[src/rtl/rgb_color_centroid.sv]
// Colour-box pixel classifier with per-frame hit centroid computed by a sequential restoring divider.
// Optional per-frame bounding box of hits is built when RGB_CENTROID_BBOX_EN is defined.
module rgb_color_centroid #(
  parameter int WIDTH     = 32,
  parameter int HEIGHT    = 32,
  parameter int R_MIN     = 128,
  parameter int G_MAX     = 96,
  parameter int B_MAX     = 96,
  parameter int MIN_COUNT = 4
) (
  input  logic        clk,
  input  logic        rst_n,
  input  logic        pix_valid,
  input  logic        sof,
  input  logic [7:0]  Rp,
  input  logic [7:0]  Gp,
  input  logic [7:0]  Bp,
  output logic        mask,
  output logic        mask_valid,
  output logic [8:0]  cent_x,
  output logic [8:0]  cent_y,
  output logic [18:0] blob_count,
  output logic        found,
  output logic        result_valid,
  output logic        busy,
  output logic        overrun,
  output logic [8:0]  bbox_min_col,
  output logic [8:0]  bbox_max_col,
  output logic [8:0]  bbox_min_row,
  output logic [8:0]  bbox_max_row
);

  localparam logic [8:0]  COL_LAST = 9'(WIDTH - 1);
  localparam logic [8:0]  ROW_LAST = 9'(HEIGHT - 1);
  localparam logic [7:0]  R_LO     = 8'(R_MIN);
  localparam logic [7:0]  G_HI     = 8'(G_MAX);
  localparam logic [7:0]  B_HI     = 8'(B_MAX);
  localparam logic [18:0] CNT_MIN  = 19'(MIN_COUNT);
  localparam logic [4:0]  STEPS    = 5'd28;

  typedef enum logic {ACCUM = 1'b0, DIV = 1'b1} state_t;

  // One restoring-division step: returns {remainder, quotient/dividend shift register}.
  function automatic logic [46:0] div_step(input logic [18:0] rem, input logic [27:0] quo,
                                           input logic [18:0] den);
    logic [19:0] trial;
    logic [18:0] diff;
    trial = {rem, quo[27]};
    diff  = 19'(trial - {1'b0, den});
    if (trial >= {1'b0, den}) div_step = {diff, quo[26:0], 1'b1};
    else                      div_step = {trial[18:0], quo[26:0], 1'b0};
  endfunction

  function automatic logic [8:0] sat_pos(input logic [27:0] q);
    if (|q[27:9]) sat_pos = 9'h1FF;
    else          sat_pos = q[8:0];
  endfunction

  state_t      state, state_nxt;
  logic [8:0]  col, row;
  logic [27:0] sum_col, sum_row;
  logic [18:0] count;

  logic        hit_p0, last_p0, frame_end, start_div, drop, div_done, fin_found;
  logic [8:0]  pos_col_p0, pos_row_p0, col_nxt, row_nxt;
  logic [27:0] sum_col_nxt, sum_row_nxt;
  logic [18:0] count_nxt;

  logic [18:0] rem_x, rem_y, den;
  logic [27:0] quo_x, quo_y;
  logic [4:0]  step;

  // Pixel stage p0: classify, locate and fold the incoming pixel into the running sums.
  always_comb begin
    hit_p0      = (Rp >= R_LO) && (Gp <= G_HI) && (Bp <= B_HI);
    pos_col_p0  = sof ? 9'd0 : col;
    pos_row_p0  = sof ? 9'd0 : row;
    last_p0     = (pos_col_p0 == COL_LAST) && (pos_row_p0 == ROW_LAST);
    col_nxt     = pos_col_p0 + 9'd1;
    row_nxt     = pos_row_p0;
    if (pos_col_p0 == COL_LAST) begin
      col_nxt = 9'd0;
      row_nxt = (pos_row_p0 == ROW_LAST) ? 9'd0 : pos_row_p0 + 9'd1;
    end
    sum_col_nxt = (sof ? 28'd0 : sum_col) + (hit_p0 ? {19'd0, pos_col_p0} : 28'd0);
    sum_row_nxt = (sof ? 28'd0 : sum_row) + (hit_p0 ? {19'd0, pos_row_p0} : 28'd0);
    count_nxt   = (sof ? 19'd0 : count) + {18'd0, hit_p0};
  end

  assign frame_end = pix_valid && last_p0;

  always_ff @(posedge clk or negedge rst_n) begin
    if (!rst_n) begin
      col        <= '0;
      row        <= '0;
      sum_col    <= '0;
      sum_row    <= '0;
      count      <= '0;
      mask       <= 1'b0;
      mask_valid <= 1'b0;
    end else begin
      mask_valid <= pix_valid;
      if (pix_valid) begin
        mask <= hit_p0;
        col  <= col_nxt;
        row  <= row_nxt;
        if (last_p0) begin
          sum_col <= '0;
          sum_row <= '0;
          count   <= '0;
        end else begin
          sum_col <= sum_col_nxt;
          sum_row <= sum_row_nxt;
          count   <= count_nxt;
        end
      end
    end
  end

  always_ff @(posedge clk or negedge rst_n) begin
    if (!rst_n) state <= ACCUM;
    else        state <= state_nxt;
  end

  always_comb begin
    state_nxt = state;
    div_done  = 1'b0;
    case (state)
      ACCUM: if (frame_end) state_nxt = DIV;
      DIV: begin
        if (step == STEPS) begin
          state_nxt = ACCUM;
          div_done  = 1'b1;
        end
      end
      default: state_nxt = ACCUM;
    endcase
  end

  assign busy      = (state == DIV);
  assign start_div = frame_end && (state == ACCUM);
  assign drop      = frame_end && (state == DIV);
  assign fin_found = (den >= CNT_MIN) && (den != 19'd0);

  // Divider stage: load at frame end, 28 quotient bits, then register the result.
  always_ff @(posedge clk or negedge rst_n) begin
    if (!rst_n) begin
      rem_x        <= '0;
      rem_y        <= '0;
      quo_x        <= '0;
      quo_y        <= '0;
      den          <= '0;
      step         <= '0;
      cent_x       <= '0;
      cent_y       <= '0;
      blob_count   <= '0;
      found        <= 1'b0;
      result_valid <= 1'b0;
      overrun      <= 1'b0;
    end else begin
      result_valid <= div_done;
      overrun      <= drop;
      if (start_div) begin
        quo_x <= sum_col_nxt;
        quo_y <= sum_row_nxt;
        den   <= count_nxt;
        rem_x <= '0;
        rem_y <= '0;
        step  <= '0;
      end else if (busy && (step != STEPS)) begin
        {rem_x, quo_x} <= div_step(rem_x, quo_x, den);
        {rem_y, quo_y} <= div_step(rem_y, quo_y, den);
        step           <= step + 5'd1;
      end
      if (div_done) begin
        blob_count <= den;
        found      <= (den >= CNT_MIN);
        cent_x     <= fin_found ? sat_pos(quo_x) : 9'd0;
        cent_y     <= fin_found ? sat_pos(quo_y) : 9'd0;
      end
    end
  end

`ifdef RGB_CENTROID_BBOX_EN
  logic [8:0] bmin_col, bmax_col, bmin_row, bmax_row;
  logic [8:0] bmin_col_nxt, bmax_col_nxt, bmin_row_nxt, bmax_row_nxt;
  logic [8:0] hmin_col, hmax_col, hmin_row, hmax_row;
  logic [8:0] base_min_col, base_max_col, base_min_row, base_max_row;

  always_comb begin
    base_min_col = sof ? 9'h1FF : bmin_col;
    base_max_col = sof ? 9'd0   : bmax_col;
    base_min_row = sof ? 9'h1FF : bmin_row;
    base_max_row = sof ? 9'd0   : bmax_row;
    bmin_col_nxt = (hit_p0 && (pos_col_p0 < base_min_col)) ? pos_col_p0 : base_min_col;
    bmax_col_nxt = (hit_p0 && (pos_col_p0 > base_max_col)) ? pos_col_p0 : base_max_col;
    bmin_row_nxt = (hit_p0 && (pos_row_p0 < base_min_row)) ? pos_row_p0 : base_min_row;
    bmax_row_nxt = (hit_p0 && (pos_row_p0 > base_max_row)) ? pos_row_p0 : base_max_row;
  end

  always_ff @(posedge clk or negedge rst_n) begin
    if (!rst_n) begin
      bmin_col     <= 9'h1FF;
      bmax_col     <= '0;
      bmin_row     <= 9'h1FF;
      bmax_row     <= '0;
      hmin_col     <= '0;
      hmax_col     <= '0;
      hmin_row     <= '0;
      hmax_row     <= '0;
      bbox_min_col <= '0;
      bbox_max_col <= '0;
      bbox_min_row <= '0;
      bbox_max_row <= '0;
    end else begin
      if (pix_valid) begin
        bmin_col <= last_p0 ? 9'h1FF : bmin_col_nxt;
        bmax_col <= last_p0 ? 9'd0   : bmax_col_nxt;
        bmin_row <= last_p0 ? 9'h1FF : bmin_row_nxt;
        bmax_row <= last_p0 ? 9'd0   : bmax_row_nxt;
      end
      if (start_div) begin
        hmin_col <= bmin_col_nxt;
        hmax_col <= bmax_col_nxt;
        hmin_row <= bmin_row_nxt;
        hmax_row <= bmax_row_nxt;
      end
      if (div_done) begin
        bbox_min_col <= fin_found ? hmin_col : 9'd0;
        bbox_max_col <= fin_found ? hmax_col : 9'd0;
        bbox_min_row <= fin_found ? hmin_row : 9'd0;
        bbox_max_row <= fin_found ? hmax_row : 9'd0;
      end
    end
  end
`else
  assign bbox_min_col = '0;
  assign bbox_max_col = '0;
  assign bbox_min_row = '0;
  assign bbox_max_row = '0;
`endif

endmodule

[config.mk]
export PLATFORM = sky130hd
export DESIGN_NAME = rgb_color_centroid
export DESIGN_NICKNAME = d
export VERILOG_FILES = /design/src/rtl/rgb_color_centroid.sv
export SDC_FILE = /design/constraint.sdc
export NUM_CORES = 1
export LEC_CHECK = 0
export CORE_MARGIN = 3
export CORE_UTILIZATION = 54
export CTS_CLUSTER_DIAMETER = 40
export DETAILED_ROUTE_END_ITERATION = 6
export PLACE_DENSITY = 0.77
export SLEW_MARGIN = 5
export SYNTH_ARGS = -nofsm -noshare
export SYNTH_HDL_FRONTEND = slang
export SYNTH_SLANG_ARGS = --single-unit
[constraint.sdc]
create_clock -name clk -period 2.9 [get_ports clk]
set_clock_uncertainty 0.1 [all_clocks]
set_input_delay 0.435 -clock clk [delete_from_list [all_inputs] [get_ports clk]]
set_output_delay 0.435 -clock clk [all_outputs]
set_load 0.1 [all_outputs]
==> reports/results.env, run 1 <==
PEAKVDDDROP_V=0.000525
SYNTH.DISTINCT_CELLS=77
RSZ0062_AT_GRT='true'
SLEW-LIMIT-HEADROOM_PCT=53.3
DR_TOTAL_VIAS=15600
STATUS='finished with violations'
SYN-MEAN-INSTANCE-AREA_UM2=8.90
CLOCK_TREE_FROM_TRITONCTS='built'
SHARE_OF_LAYOUT_CELLS_ABOVE_DRIVE_STRENGTH_1_PCT=31.6
ROUTE.DETAILED.VIAS_PER_INST=6.38
GRT_REMAINING_OVERFLOW=0
ANTENNA_CELLS_INSERTED=0
HOLD_PATH_CLASS='input port to flop'
CRITICAL-PATH-SLOWEST-CELL='sky130_fd_sc_hd__or4_1'
COREAREA_UM2=28000
FP.DIEW_UM=175
TRITONCTS_NUM_SINKS=254
GRT_FIRST_PASS_WIRELENGTH_UM=78600
TIMING.FMAX_GHz=0.269
CRITICAL_PATH.MOST_COMMON_CELL='sky130_fd_sc_hd__buf_6'
HOLD_VIOL=0
TOP_LEVEL_PORTS=107
MAXIMUM_CLOCK_INSERTION_BUFFER_COUNT=3
CTSHTREEMAXLEVEL=2
SETUP_VIOLATIONS=129
PLACEDCELLCOUNT=2301
FINAL_CELL_COUNT_NO_FILL=2451
LAYOUT-AREA-OVERHEAD-VS-SYNTH_PCT=37.9
CLK-INSERTION-DELAY-LATE_NS=0.54
STARTPOINT_TYPE_OF_THE_WORST_SETUP_PATH='input port'
CLK_TRANSITION_REPORTED_PATHS_NS=0.06
WORST_PATH_DOMINANT_CELL_FAMILY='compound AO/OA/AOI/OAI gates'
CP_CELL_SEQUENCE='buf_6 > or4_1 > o211ai_1 > nand3_1 > a31oi_4 > buf_6 > and3_4 > ha_4 > a21o_1 > a211oi_2 > o21ai_2 > a41oi_4 > buf_6 > buf_4 > nor4_4 > o21ai_1 > nand2_1 > o21ai_1'
FINAL-MAX-SLEW-VIOLATION-COUNT=0
DPL.HPWL_UM=31400
TOTAL_WIRELENGTH_UM=53300
FLOORPLAN.DIE_AREA_UM2=30700
SYNTH-SEQ-AREA-SHARE_PCT=41.1
PATH_BUF_INV=4
NUM-NETS-FINAL=2136
VIA_COUNT_OF_THE_FIRST_GLOBAL_ROUTING_PASS=15300
CORE.ROWCOUNT=61
FINAL_CRITICAL_PATH_SETUP_SLACK_NS=-0.820
DOMINANT_REGISTER_CELL_IN_THE_SYNTHESIZED_NETLIST='sky130_fd_sc_hd__dfrtp_1'
NETLIST_AREA_UM2=15500
GRT_MAX_DEGREE=75
FAILED_CHECKS='negative setup slack'
MULTIINPUTGATEAREA_UM2=9910
SYNTH_CELLS=1738
WL_PER_CELL_UM=21.8
FIN_SETUP_TNS_NS=-38.95
POWER-PER-CELL-AREA_nW_PER_UM2=424
NUMBER_OF_ANTENNA_VIOLATIONS_AT_THE_FIRST_CHECK_IN_GLOBAL_ROUTING=0
PORTBUFFERS=63
ASYNC_RESET_FF_SHARE_PCT=100
CRITICAL_PATH_CLASS='input port to flop'
CRITICAL_PATH_ARRIVAL_NS=4.08
DETAIL_ROUTE.ITER0.VIOLATIONS=1736
CRITICAL_PATH_REQUIRED_NS=3.26
NUMBER_OF_ENABLE_FLIP_FLOP_CELLS_AFTER_SYNTHESIS=0
AREA.SEQUENTIAL_UM2=6360
TIMING.CRITICAL_PATH.SLOWEST_CELL_DELAY_NS=0.51
TOTAL_OF_MAX_CAP_VIOLATIONS=0
GRT_UTIL_ALL_LAYERS_PCT=31.5
FINAL.MIN_CLOCK_PERIOD_NS=3.72
DRT.ANTENNA.VIOLATING_NETS=0
DETAILEDROUTE.FIRSTPASSITERATIONCOUNT=7
CRIT_SHARE_POST_ROUTE_PCT=128
CLOCK_TREE_ROOT_DRIVER_CELL='sky130_fd_sc_hd__clkbuf_16'
FLOORPLAN.INITIALDENSITY_PCT=55.2
DIE_Y_UM=175
PATH_MAX_FANOUT=7
POST-ROUTE-UTIL_PCT=76.2
GP_CONGESTION=0.955
SYNTH.FF_LATCH_COUNT=254
REMAINING_DRC_ERRORS=0
YS.WARNINGS.COUNT=0
TIGHTEST_SLEW_NS=0.700
CTS_INSERTED_BUFFERS=40
N_FILL_CELL=1762
CRIT_PATH_END_KIND='flop'
POWER.STATIC_LEAKAGE_nW=9.65
## synthesized netlist by cell type, types with 4 or more instances
| cell type | count | share of area, % |
|---|---|---|
| sky130_fd_sc_hd__a21oi_1 | 57 | 1.8 |
| sky130_fd_sc_hd__mux2_2 | 7 | 0.51 |
| sky130_fd_sc_hd__buf_1 | 12 | 0.29 |
| sky130_fd_sc_hd__nand3_1 | 65 | 2.1 |
| sky130_fd_sc_hd__nand2b_1 | 8 | 0.32 |
| sky130_fd_sc_hd__nor4_1 | 18 | 0.73 |
| sky130_fd_sc_hd__nand2_1 | 221 | 5.4 |
| sky130_fd_sc_hd__a31oi_1 | 25 | 1.0 |
| sky130_fd_sc_hd__a211o_1 | 4 | 0.23 |
| sky130_fd_sc_hd__fa_1 | 4 | 0.52 |
| sky130_fd_sc_hd__o31ai_1 | 19 | 0.92 |
| sky130_fd_sc_hd__a22oi_1 | 49 | 2.4 |
| sky130_fd_sc_hd__a221o_1 | 6 | 0.39 |
| sky130_fd_sc_hd__a22o_1 | 12 | 0.68 |
| sky130_fd_sc_hd__clkbuf_1 | 72 | 1.7 |
| sky130_fd_sc_hd__or4_1 | 4 | 0.19 |
| sky130_fd_sc_hd__buf_4 | 39 | 1.9 |
| sky130_fd_sc_hd__nor2_1 | 86 | 2.1 |
| sky130_fd_sc_hd__nand4_1 | 28 | 1.1 |
| sky130_fd_sc_hd__dfrtp_1 | 254 | 41 |
| sky130_fd_sc_hd__o211ai_1 | 4 | 0.19 |
| sky130_fd_sc_hd__mux2i_1 | 33 | 2.1 |
| sky130_fd_sc_hd__inv_1 | 43 | 1.0 |
| sky130_fd_sc_hd__a21o_1 | 25 | 1.2 |
| sky130_fd_sc_hd__xnor2_1 | 58 | 3.3 |
| sky130_fd_sc_hd__and3_1 | 35 | 1.4 |
| sky130_fd_sc_hd__nor2b_1 | 60 | 2.4 |
| sky130_fd_sc_hd__or3_1 | 9 | 0.36 |
| sky130_fd_sc_hd__nor3_1 | 28 | 0.91 |
| sky130_fd_sc_hd__ha_1 | 62 | 5.0 |
| sky130_fd_sc_hd__buf_2 | 10 | 0.32 |
| sky130_fd_sc_hd__o21a_1 | 12 | 0.58 |
| sky130_fd_sc_hd__xor2_1 | 33 | 1.9 |
| sky130_fd_sc_hd__o21bai_1 | 9 | 0.44 |
| sky130_fd_sc_hd__and4_1 | 5 | 0.28 |
| sky130_fd_sc_hd__o21ai_1 | 10 | 0.32 |
| sky130_fd_sc_hd__and2_1 | 7 | 0.28 |
| sky130_fd_sc_hd__o2bb2ai_1 | 29 | 1.6 |
| sky130_fd_sc_hd__o21ai_0 | 215 | 7.0 |
## tightest hold or removal path: cells and delay by family
kind                   cells  cell delay [ns]
AOI/OAI and AO/OA          1             0.18
buffers and inverters      2             0.25
## cells in the final DEF (no fill, tap or decap), types with 8 or more instances in the layout
master	Yosys	final
sky130_fd_sc_hd__a21oi_1	57	39
sky130_fd_sc_hd__and3_4	0	17
sky130_fd_sc_hd__nor3_1	28	17
sky130_fd_sc_hd__nor2_1	86	66
sky130_fd_sc_hd__nor2b_1	60	56
sky130_fd_sc_hd__nand3_1	65	55
sky130_fd_sc_hd__dfrtp_1	254	254
sky130_fd_sc_hd__o21ai_1	10	112
sky130_fd_sc_hd__buf_4	39	275
sky130_fd_sc_hd__nand4_1	28	28
sky130_fd_sc_hd__o21bai_1	9	9
sky130_fd_sc_hd__a22o_1	12	12
sky130_fd_sc_hd__and3_1	35	18
sky130_fd_sc_hd__nand2_2	0	8
sky130_fd_sc_hd__o31ai_1	19	13
sky130_fd_sc_hd__a31oi_1	25	23
sky130_fd_sc_hd__nor2_4	1	16
sky130_fd_sc_hd__a22oi_1	49	49
sky130_fd_sc_hd__mux2i_1	33	31
sky130_fd_sc_hd__a21o_1	25	25
sky130_fd_sc_hd__inv_1	43	40
sky130_fd_sc_hd__nor4_1	18	13
sky130_fd_sc_hd__xnor2_2	0	28
sky130_fd_sc_hd__o2bb2ai_1	29	28
sky130_fd_sc_hd__a21oi_2	0	13
sky130_fd_sc_hd__clkbuf_16	0	40
sky130_fd_sc_hd__conb_1	1	36
sky130_fd_sc_hd__ha_1	62	45
sky130_fd_sc_hd__o21ai_0	215	89
sky130_fd_sc_hd__ha_4	0	15
sky130_fd_sc_hd__xor2_1	33	30
sky130_fd_sc_hd__clkdlybuf4s50_1	0	13
sky130_fd_sc_hd__buf_6	2	59
sky130_fd_sc_hd__xnor2_1	58	26
sky130_fd_sc_hd__o21ai_2	0	24
sky130_fd_sc_hd__nand2_1	221	206
sky130_fd_sc_hd__o21a_1	12	12
sky130_fd_sc_hd__buf_12	0	8
## through the flow
stage	setup WS (ns)	power (mW)	instance area, um^2	hold slack, ns
floorplan	-0.677	4.01	16000	0.0394
global placement	-1.19	4.16	18000	0.299
detailed placement	-1.33	4.17	18000	0.305
CTS	-0.347	9.04	20500	0.239
global route	-0.896	9.28	21300	0.262
finish	-0.820	9.04	21300	0.271
## logic make-up (layout without fill, tap and decap cells)
logic type,after synthesis,after routing,share of synthesized area [%]
compound gates,510,510,20.8
xor+xnor,91,91,5.15
fa+ha+maj,66,66,5.53
buf+inv,179,479,5.48
flops,254,254,41.1
mux,40,40,2.64
other cells,1,36,0.0242
simple gates,597,597,19.3
## sequential cells by signal, summed over array words and instances, names as in the netlist, 19 cells and up
register    count
sum_row        28
den            19
quo_y          28
rem_y          19
count          19
quo_x          28
blob_count     19
sum_col        28
rem_x          19
## report_power, final
group	internal (mW)	leakage (nW)	switching, mW	total, mW
registers	3.56	3.26	0.0157	3.58
clock network	3.00	0.648	1.89	4.89
logic	0.119	5.74	0.457	0.576
total	6.68	9.65	2.36	9.04
## metal layers
metal	vias up	global-route usage, %	wire length (um)	part of all wire (%)
met4	0	16.2	2980	5.6
met1	7648	37.3	19600	37
met5	-	0	0	0
li1	6837	-	-	-
met3	252	6.03	4000	7.5
met2	912	54.5	26700	50
## cell type report
type | count | share of cell area, %
multi-input cells | 1340 | 46.4
flip-flops and latches | 254 | 29.8
repair buffers | 363 | 14.5
clock buffers | 49 | 4.94
well taps | 378 | 2.22
clock inverters | 24 | 1.36
inverters | 43 | 0.757
## what timing repair did
action,4_1_cts,5_1_grt
endpoints found under the setup margin,160,167
hold endpoints to repair,56,0
hold buffers,1,0
gates resized for setup,215,154
setup buffers,55,41
pin swaps,109,108
gates cloned,1,0
## final timing paths
| path | startpoint | to | slack, ns | cells past startpoint |
|---|---|---|---|---|
| hold reg to reg | sum_col[25] | sum_col[25] | 0.37 | 1 |
| min in group asynchronous | rst_n | rem_y[12] | 0.34 | 2 |
| setup / recovery | Bp[4] | sum_col[17] | -0.82 | 18 |
| setup reg to reg | sum_col[1] | sum_col[17] | -0.16 | 12 |
| max in group asynchronous | rst_n | step[3] | 1.49 | 3 |
| hold / removal | pix_valid | count[1] | 0.27 | 3 |
(Power assumes the default switching activity.)
==> inputs of run 2 (changes only) <==
--- a/config.mk
+++ b/config.mk
@@ -10,7 +10,9 @@
 export CTS_CLUSTER_DIAMETER = 40
 export DETAILED_ROUTE_END_ITERATION = 6
 export PLACE_DENSITY = 0.77
+export SKIP_CTS_REPAIR_TIMING = 1
 export SLEW_MARGIN = 5
 export SYNTH_ARGS = -nofsm -noshare
 export SYNTH_HDL_FRONTEND = slang
 export SYNTH_SLANG_ARGS = --single-unit
+export TNS_END_PERCENT = 1
==> reports/results.env, run 2 (synthesized netlist as in run 1, its figures left out) <==
STATUS='finished with violations'
FAILED_CHECKS='negative setup slack'
CP_CELL_SEQUENCE='clkbuf_2 > or4_1 > o211ai_1 > nand3_1 > a31oi_4 > buf_6 > and3_4 > ha_4 > fa_2 > a21o_1 > a21oi_2 > o21ai_2 > a21oi_4 > nor4_4 > nand3_2 > or3_1 > o21ai_1'
NUMBER_OF_ANTENNA_VIOLATIONS_AT_THE_FIRST_CHECK_IN_GLOBAL_ROUTING=0
P_COMB_SHARE_PCT=5.9
POWER-PER-CELL-AREA_nW_PER_UM2=470
MAXIMUM_CLOCK_INSERTION_BUFFER_COUNT=3
HOLD_PATH_CLASS='input port to asynchronous set/reset pin'
ROUTE.DETAILED.VIAS_PER_INST=6.08
DR.MAX_LAYER_USED='met4'
CELL_INTERNAL_PWR_mW=6.91
DETAILEDROUTE.FIRSTPASSITERATIONCOUNT=5
CRIT_SHARE_POST_ROUTE_PCT=118
DIE_Y_UM=175
CRITICAL_PATH_ARRIVAL_NS=3.79
N_FILL_CELL=2025
FIN_SETUP_TNS_NS=-30.77
PATH_MAX_FANOUT=6
MULTIINPUTGATEAREA_UM2=8960
FLOORPLAN.DIE_AREA_UM2=30700
CRITICAL-PATH-SLOWEST-CELL='sky130_fd_sc_hd__or4_1'
POWER.NET_SWITCHING_mW=2.34
DRT.ANTENNA.VIOLATING_NETS=0
FP.DIEW_UM=175
ROUTE.MET2.WL_UM=22400
PATH_BUF_INV=2
TIGHTEST_SLEW_NS=0.812
GRT_REMAINING_OVERFLOW=0
SEQPWRFRAC_PCT=38.6
CRITICAL_PATH_REQUIRED_NS=3.27
HOLD_VIOL=0
VIA_COUNT_OF_THE_FIRST_GLOBAL_ROUTING_PASS=14500
CLK-INSERTION-DELAY-LATE_NS=0.54
LAYOUT-AREA-OVERHEAD-VS-SYNTH_PCT=27.1
WORST_PATH_DOMINANT_CELL_FAMILY='simple AND/OR/NAND/NOR gates'
CLOCK_TREE_FROM_TRITONCTS='built'
TIMING.CRITICAL_PATH.DEPTH=17
WORST_SETUP_PATH_ENDPOINT='sum_col[26]'
FINAL-MAX-SLEW-VIOLATION-COUNT=0
WORST_R2R_PATH_DEPTH=11
CRITICAL_PATH_CLASS='input port to flop'
GP_CONGESTION=0.882
CRIT_PATH_END_KIND='flop'
POST-ROUTE-UTIL_PCT=70.2
MOST-COMMON-LAYOUT-CELLS='sky130_fd_sc_hd__dfrtp_1 (254), sky130_fd_sc_hd__buf_4 (231), sky130_fd_sc_hd__nand2_1 (219)'
WL_PER_CELL_UM=19.1
DPL.HPWL_UM=30000
SHARE_OF_LAYOUT_CELLS_ABOVE_DRIVE_STRENGTH_1_PCT=22.6
HOLDWS_NS=0.229
GRT_UTIL_ALL_LAYERS_PCT=28.5
CLOCK_TREE_ROOT_DRIVER_CELL='sky130_fd_sc_hd__clkbuf_16'
CLK_TRANSITION_REPORTED_PATHS_NS=0.05
TRITONCTS_NUM_SINKS=254
SLEW-LIMIT-HEADROOM_PCT=45.9
NUM-NETS-FINAL=2045
TOTAL_WIRELENGTH_UM=45000
REMAINING_DRC_ERRORS=0
PEAKVDDDROP_V=0.000478
CORE.ROWCOUNT=61
COREAREA_UM2=28000
FLOORPLAN.INITIALDENSITY_PCT=55.2
POWER.STATIC_LEAKAGE_nW=8.93
WORST_R2R_ENDPOINT='quo_x[0]'
CTS_INSERTED_BUFFERS=42
DETAIL_ROUTE.ITER0.VIOLATIONS=1105
TIMING.CRITICAL_PATH.SLOWEST_CELL_DELAY_NS=0.51
CTSHTREEMAXLEVEL=2
AREA.SEQUENTIAL_UM2=6360
TOP_LEVEL_PORTS=107
CRITICAL_PATH.REG2REG.STARTPOINT='den[14]'
SETUP_VIOLATIONS=105
FINAL.MIN_CLOCK_PERIOD_NS=3.42
LAYOUT.CELLS.MOST_COMMON='sky130_fd_sc_hd__dfrtp_1'
NETSWITCHINGFRACTION_PCT=25.3
TOTAL_OF_MAX_CAP_VIOLATIONS=0
PORTBUFFERS=63
ANTENNA_CELLS_INSERTED=0
WL_MET3_UM=2690
DR_TOTAL_VIAS=14400
TOTALPOWERFINAL_mW=9.25
CRITPATHLAUNCH='Bp[4]'
TIMING.FMAX_GHz=0.293
GRT_MAX_DEGREE=107
RSZ0062_AT_GRT='true'
REG2REG_SETUP_SLACK_NS=-0.15
PWR-SHARE-CLK_PCT=55.4
GRT_FIRST_PASS_WIRELENGTH_UM=71800
MET1_WIRE_LENGTH_UM=18000
FINAL_CRITICAL_PATH_SETUP_SLACK_NS=-0.518
STARTPOINT_TYPE_OF_THE_WORST_SETUP_PATH='input port'
## run 2: how the worst min path moves through the flow
stage / start / endpoint / depth (start not counted)
finish: rst_n / blob_count[11] / 2
global route: rst_n / rem_y[2] / 2
CTS: rst_n / blob_count[11] / 1
detailed placement: rst_n / blob_count[11] / 1
global placement: rst_n / rem_y[2] / 1
floorplan: rst_n / blob_count[0] / 0
## run 2: layer usage
metal / up-vias / track usage, %
met5: - / 0
met4: 0 / 13.5
met3: 145 / 4.30
met2: 536 / 48.9
met1: 7030 / 35.3
li1: 6639 / -
## run 2: area by class of cell
class / count / area share, %
multi-input cells: 1340 / 45.5
repair buffers: 270 / 11.6
well taps: 378 / 2.40
flip-flops and latches: 254 / 32.3
clock inverters: 28 / 1.72
inverters: 43 / 0.821
clock buffers: 49 / 5.64
## run 2: power by group through the flow
stage	Sequential (mW)	Combinational (mW)	Clock, mW
after floorplan	3.64	0.356	0
after global placement	3.63	0.524	0
after detailed placement	3.63	0.532	0
after CTS	3.57	0.535	5.19
after global routing	3.57	0.583	5.35
final	3.58	0.548	5.13
## run 2: through the flow
step | std cells | area, um^2 | setup WS [ns]
finish | 2362 | 19700 | -0.518
global placement | 2276 | 17600 | -1.37
CTS | 2353 | 19100 | -1.01
floorplan | 1773 | 15600 | -0.710
global route | 2362 | 19700 | -0.685
detailed placement | 2276 | 17600 | -1.49
## run 2: worst register-to-register path, cell delays in order, from the launching register on
cell,delay (ns)
sky130_fd_sc_hd__dfrtp_1,0.39
sky130_fd_sc_hd__inv_1,0.14
sky130_fd_sc_hd__ha_1,0.29
sky130_fd_sc_hd__o21ai_1,0.11
sky130_fd_sc_hd__nand2b_1,0.16
sky130_fd_sc_hd__a31oi_4,0.20
sky130_fd_sc_hd__a21oi_1,0.11
sky130_fd_sc_hd__a211o_1,0.34
sky130_fd_sc_hd__nor2_4,0.51
sky130_fd_sc_hd__nor2_1,0.14
sky130_fd_sc_hd__buf_4,0.18
sky130_fd_sc_hd__a221o_1,0.26
==> inputs of run 3 (changes only) <==
--- a/config.mk
+++ b/config.mk
@@ -5,6 +5,7 @@
 export SDC_FILE = /design/constraint.sdc
 export NUM_CORES = 1
 export LEC_CHECK = 0
+export CAP_MARGIN = 15
 export CORE_MARGIN = 3
 export CORE_UTILIZATION = 54
 export CTS_CLUSTER_DIAMETER = 40
==> results of run 3 <==
No change in the layout: final DEF, timing and power equal those of run 2.
